### src/rtl/uart_tx_frame.sv
// Multi-byte UART transmitter: start bit, DATA_BITS LSB-first, optional parity, STOP_BITS stop bits.
// Optional parity bit is compiled in with `define UART_TX_PARITY_EN (PARITY_ODD selects odd/even).
module uart_tx_frame #(
  parameter int DATA_BITS    = 8,
  parameter int NUM_BYTES    = 2,
  parameter int CLKS_PER_BIT = 1,
  parameter int STOP_BITS    = 1,
  parameter int PARITY_ODD   = 0,
  localparam int IDX_W       = (NUM_BYTES > 1) ? $clog2(NUM_BYTES) : 1
) (
  input  logic                           clk,
  input  logic                           rst,
  input  logic                           start,
  input  logic [NUM_BYTES*DATA_BITS-1:0] data,
  output logic                           tx,
  output logic                           busy,
  output logic                           byte_done,
  output logic                           frame_done,
  output logic [IDX_W-1:0]               byte_idx
);

  localparam int FRAME_W = NUM_BYTES * DATA_BITS;
  localparam int POS_W   = $clog2(FRAME_W);
  localparam int CNT_W   = (CLKS_PER_BIT > 1) ? $clog2(CLKS_PER_BIT) : 1;
  localparam int BIT_W   = 4;
  localparam logic [CNT_W-1:0] BAUD_LAST = CNT_W'(CLKS_PER_BIT - 1);
  localparam logic [BIT_W-1:0] DATA_LAST = BIT_W'(DATA_BITS - 1);
  localparam logic [BIT_W-1:0] STOP_LAST = BIT_W'(STOP_BITS - 1);
  localparam logic [IDX_W-1:0] BYTE_LAST = IDX_W'(NUM_BYTES - 1);

  if (DATA_BITS < 5 || DATA_BITS > 9) begin : g_bad_data_bits
    $error("uart_tx_frame: DATA_BITS must be 5..9");
  end
  if (STOP_BITS < 1 || STOP_BITS > 2) begin : g_bad_stop_bits
    $error("uart_tx_frame: STOP_BITS must be 1 or 2");
  end
  if (NUM_BYTES < 1 || CLKS_PER_BIT < 1 || PARITY_ODD < 0 || PARITY_ODD > 1) begin : g_bad_params
    $error("uart_tx_frame: illegal NUM_BYTES, CLKS_PER_BIT or PARITY_ODD");
  end

`ifdef UART_TX_PARITY_EN
  typedef enum logic [2:0] {
    S_IDLE = 3'd0, S_START = 3'd1, S_DATA = 3'd2, S_PARITY = 3'd3, S_STOP = 3'd4
  } state_e;

  function automatic logic byte_parity(input logic [FRAME_W-1:0] frame,
                                       input logic [IDX_W-1:0]   idx);
    logic             p;
    logic [POS_W-1:0] pos;
    p = (PARITY_ODD != 0);
    for (int i = 0; i < DATA_BITS; i++) begin
      pos = POS_W'(32'(idx) * DATA_BITS + i);
      p   = p ^ frame[pos];
    end
    return p;
  endfunction
`else
  typedef enum logic [1:0] {
    S_IDLE = 2'd0, S_START = 2'd1, S_DATA = 2'd2, S_STOP = 2'd3
  } state_e;
`endif

  state_e             state_q, state_d;
  logic [CNT_W-1:0]   baud_q, baud_d;
  logic [BIT_W-1:0]   bit_q, bit_d;
  logic [IDX_W-1:0]   byte_q, byte_d;
  logic [FRAME_W-1:0] data_q, data_d;
  logic               tx_q, tx_d, busy_q, busy_d;
  logic               byte_done_q, byte_done_d, frame_done_q, frame_done_d;
  logic [IDX_W-1:0]   byte_idx_q;
  logic               baud_tc_s;
  logic [POS_W-1:0]   bit_pos_s;

  assign baud_tc_s = (baud_q == BAUD_LAST);

  // Sequencer: baud counter inside bit counter inside byte counter.
  always_comb begin
    state_d = state_q;
    baud_d  = baud_q;
    bit_d   = bit_q;
    byte_d  = byte_q;
    data_d  = data_q;
    case (state_q)
      S_IDLE: begin
        if (start) begin
          state_d = S_START;
          baud_d  = '0;
          bit_d   = '0;
          byte_d  = '0;
          data_d  = data;
        end else begin
          state_d = S_IDLE;
        end
      end
      S_START: begin
        if (baud_tc_s) begin
          baud_d  = '0;
          bit_d   = '0;
          state_d = S_DATA;
        end else begin
          baud_d = baud_q + CNT_W'(1);
        end
      end
      S_DATA: begin
        if (baud_tc_s) begin
          baud_d = '0;
          if (bit_q == DATA_LAST) begin
            bit_d = '0;
`ifdef UART_TX_PARITY_EN
            state_d = S_PARITY;
`else
            state_d = S_STOP;
`endif
          end else begin
            bit_d = bit_q + BIT_W'(1);
          end
        end else begin
          baud_d = baud_q + CNT_W'(1);
        end
      end
`ifdef UART_TX_PARITY_EN
      S_PARITY: begin
        if (baud_tc_s) begin
          baud_d  = '0;
          bit_d   = '0;
          state_d = S_STOP;
        end else begin
          baud_d = baud_q + CNT_W'(1);
        end
      end
`endif
      S_STOP: begin
        if (baud_tc_s) begin
          baud_d = '0;
          if (bit_q == STOP_LAST) begin
            bit_d = '0;
            // Last stop bit: either chain straight into the next start bit or finish.
            if (byte_q == BYTE_LAST) begin
              state_d = S_IDLE;
              byte_d  = '0;
            end else begin
              state_d = S_START;
              byte_d  = byte_q + IDX_W'(1);
            end
          end else begin
            bit_d = bit_q + BIT_W'(1);
          end
        end else begin
          baud_d = baud_q + CNT_W'(1);
        end
      end
      default: begin
        state_d = S_IDLE;
        baud_d  = '0;
        bit_d   = '0;
        byte_d  = '0;
      end
    endcase
  end

  assign bit_pos_s = POS_W'(32'(byte_d) * DATA_BITS + 32'(bit_d));

  // Output values for the next cycle, so every output leaves a flop.
  always_comb begin
    tx_d = 1'b1;
    case (state_d)
      S_START:  tx_d = 1'b0;
      S_DATA:   tx_d = data_q[bit_pos_s];
`ifdef UART_TX_PARITY_EN
      S_PARITY: tx_d = byte_parity(data_q, byte_d);
`endif
      default:  tx_d = 1'b1;
    endcase
    busy_d       = (state_d != S_IDLE);
    byte_done_d  = (state_d == S_STOP) && (bit_d == STOP_LAST) && (baud_d == BAUD_LAST);
    frame_done_d = byte_done_d && (byte_d == BYTE_LAST);
  end

  // State, counters, payload shadow and registered outputs.
  always_ff @(posedge clk or posedge rst) begin
    if (rst) begin
      state_q      <= S_IDLE;
      baud_q       <= '0;
      bit_q        <= '0;
      byte_q       <= '0;
      data_q       <= '0;
      tx_q         <= 1'b1;
      busy_q       <= 1'b0;
      byte_done_q  <= 1'b0;
      frame_done_q <= 1'b0;
      byte_idx_q   <= '0;
    end else begin
      state_q      <= state_d;
      baud_q       <= baud_d;
      bit_q        <= bit_d;
      byte_q       <= byte_d;
      data_q       <= data_d;
      tx_q         <= tx_d;
      busy_q       <= busy_d;
      byte_done_q  <= byte_done_d;
      frame_done_q <= frame_done_d;
      byte_idx_q   <= byte_d;
    end
  end

  assign tx         = tx_q;
  assign busy       = busy_q;
  assign byte_done  = byte_done_q;
  assign frame_done = frame_done_q;
  assign byte_idx   = byte_idx_q;

endmodule

### config.mk
export PLATFORM = sky130hd
export DESIGN_NAME = uart_tx_frame
export DESIGN_NICKNAME = d
export VERILOG_FILES = /design/src/rtl/uart_tx_frame.sv
export SDC_FILE = /design/constraint.sdc
export NUM_CORES = 1
export LEC_CHECK = 0
export ABC_AREA = 1
export CORE_UTILIZATION = 54
export DETAILED_ROUTE_END_ITERATION = 10
export GPL_ROUTABILITY_DRIVEN = 0
export PLACE_DENSITY = 0.78
export SYNTH_ARGS = -nofsm -noshare
export SYNTH_HDL_FRONTEND = slang
export SYNTH_SLANG_ARGS = --single-unit
### constraint.sdc
create_clock -name clk -period 2.29 [get_ports clk]
set_clock_uncertainty 0.1 [all_clocks]
set_input_delay 0.5725 -clock clk [delete_from_list [all_inputs] [get_ports clk]]
set_output_delay 0.5725 -clock clk [all_outputs]
set_load 0.03 [all_outputs]
==> impl_results.md <==
* Largest reg by FF count: data_q
* Max-slew violations at 0
* Post-CTS Resized at 0
* P per Cell Area at about 940 mW/mm^2
* Yosys top cell area share at 0.412
* FF+latch count, synth at 28
* Top delay family on crit path: buffers and inverters
* FF+latch area at 702 um^2
* Leading area contributor after synthesis: dfrtp_1
* Hold Path Origin: data_q[7]
* Syn. warnings at 0
* Synth cell count leaders: nand2_1, inv_1, dfrtp_1
* Port buffer count at 23
* Largest registers: data_q (16), bit_q (4), state_q (2)
* Final core utilization at 0.694
* Die height at roughly 57 um
* Synth-to-Final Area Change at 19.6%
* Post-synth EDFFs at 0
* Vias in the first global route at about 1,300
* CTS sink cnt at 28
* Largest net degree at the start of global routing at 29
* Comb pwr share at 0.425
* Clock group share of total power at 0.173
* Hold Path Class: reg -> reg
* Congestion Overflow GR at 0
* Simple-Gate Fraction of Synth Area at 0.304
* CP max-delay cell: clkdlybuf4s50_1
* Peak Freq at 453 MHz
* Most frequent cell after synthesis: nand2_1
* Post-synth cell types at 26
* Cell Int Power at 1.16 mW
* Asr flop ratio synth at 1.00
* Minimum clock period at 2.21 ns
* Post-CTS setup repair buffer count at 0
* Hold Path Stages at 2
* Core Area at approximately 0.0028 mm^2
* Max FFs per register at 16
* Syn_nets at 231
* Row cnt at 19
* Worst VDD drop at 0.000561 V
* Crit-path cells: clkdlybuf4s50_1
* Initial antenna violation count at 0
* Routed vias at 1,370
* Endpoints failing setup at 0
* Arrival time at the worst endpoint at 1.54 ns
* Clock latency on the worst-skew pair at 0.33 ns
* Die width at 57.1 um
* Switch Pwr at a little under 0.7 mW
* Reg2reg end: tx
* Post-Place Cell Area at 0.00191 mm^2
* Tot Pwr at 1.84 mW
* Synth Area in Compound Gates at 0.0892
* Switch share at 0.368
* Routed Antenna Nets at 0
* CTS max path bufs at 2
* TritonCTS clock tree: built
* Hold EP: data_q[7]
* Mux cell area share after synthesis at 0.0274
* Combinational family with the most area after synthesis: simple AND/OR/NAND/NOR gates
* CTS Buf Count at 3
* Reg-to-Reg Start: state_q[0]
* Final non-filler cell area at 0.00196 mm^2
* Pleak at 0.982 nW
* Flop2flop setup slack at 0.20 ns
* Critical Path Start Type: flop
* Initial Util at 0.580
* Max-cap violations at 0
* Seq pwr share at 0.402
* Pre-antenna DRT Iters at 7
* Final period util at 0.965
* Initial drt markers at 58
* CP bufs+invs at 1
* Fraction of final layout cells with drive strength greater than 1 at 0.147
* Clock-pin transition on the worst setup and hold timing paths at 0.15 ns
* Seq/Total Area, Yosys at 0.428
* Worst Tran Pin Value at about 0.45 ns
* Slowest stage delay, CP at 0.66 ns
* Fin. Hold Viols at 0
* Number of vias per cell at 5.23
* Total GRT Usage at 0.229
* Post-Synthesis Cells at 205
* Failing checks: design-rule violations
* Post-Route WL at 3240 um
* Antenna Cells at 0
* CP max FO at 1
* Adder-Cell Fraction of Synth Area at 0.0534
* Total die area at roughly 0.0033 mm^2
* DR DRC count at 2
* Reg2Reg Depth at 15
* Outcome: finished, violations left
* Fillcell total at 243
* XOR/XNOR share of the synthesized area at 0
* Worst Path Required at 1.62 ns
* Critical path class: reg -> out
* WHS at 0.431 ns
* Area of the multi-input gates at 778 um^2
* CTS Hold Bufs at 0
* Wirelength per Cell at 12.4 um
* Area contributors post-synth: dfrtp_1, nand2_1, inv_1, nand3_1, ha_1
* Max-slew headroom at 0.701
* RSZ-0062 raised after global routing: no
* H-tree Lvls at 1
* IO Pins at 24
* First-pass GRT wire length at 5790 um
* Root Buffer: clkbuf_4
* Final HPWL DP at about 2600 um
* Top_reg_cell synth: dfrtp_1
* Synthesized area at 0.00164 mm^2
* Nets at 258
* Setup crit end kind: primary output
* Avg Synthesized Cell Area at 8.01 um^2
-- kinds of logic after synthesis --
group	Yosys count
adder cells (fa/ha/maj)	7
AO/OA/AOI/OAI	25
flip-flops	28
multiplexers	4
buffers and inverters	42
AND/OR/NAND/NOR	99
-- metrics by stage --
stage	setup slack, ns	cells	setup TNS (ns)
after floorplan	0.495	205	0
after global placement	0.0467	258	0
after detailed placement	-0.00217	258	-0.00217
after CTS	0.0728	262	0
after global routing	0.0106	262	0
final	0.0801	262	0
-- cell usage in the layout, fill, tap and decap left out, types with 3 or more instances in the layout --
cell type	n
nand2_1	37
inv_1	33
dfrtp_1	27
clkdlybuf4s50_1	23
nor2_1	21
nand3_1	20
a21oi_1	15
ha_1	7
inv_2	6
o21ai_0	5
nand2_2	4
nand3b_1	4
mux2_2	4
nand3_2	3
nand2_4	3
clkbuf_4	3
-- final cells by class --
type | instances | area share
well taps | 31 | 0.0198
multi-input cells | 135 | 0.396
repair buffers | 25 | 0.125
clock inverters | 1 | 0.0153
clock buffers | 3 | 0.0115
flip-flops and latches | 28 | 0.358
inverters | 39 | 0.0746
-- power by group through the flow --
stage          clock network, mW  logic, mW  registers [mW]
2_1_floorplan                  0      0.531           0.779
3_3_place_gp                   0      0.751           0.745
3_5_place_dp                   0      0.783           0.753
4_1_cts                    0.327      0.787           0.740
5_1_grt                    0.346      0.874           0.758
6_report                   0.319      0.782           0.741
-- worst max path at each step --
stage               startpoint  to  slack, ns  cells after the start
floorplan           state_q[0]  tx       0.49                     15
global placement         start  tx       0.05                     13
detailed placement       start  tx     -0.002                     13
CTS                         tx  tx       0.07                      1
global route        state_q[0]  tx       0.01                     15
finish                      tx  tx       0.08                      1
-- routing by layer --
layer / vias to the layer above / part of all wire / track usage
li1: 695 / - / -
met1: 640 / 0.41 / 0.285
met2: 29 / 0.53 / 0.408
met3: 6 / 0.039 / 0.0295
met4: 0 / 0.019 / 0.0836
met5: - / 0 / 0
Note: power is estimated with default switching activity, not from simulation.
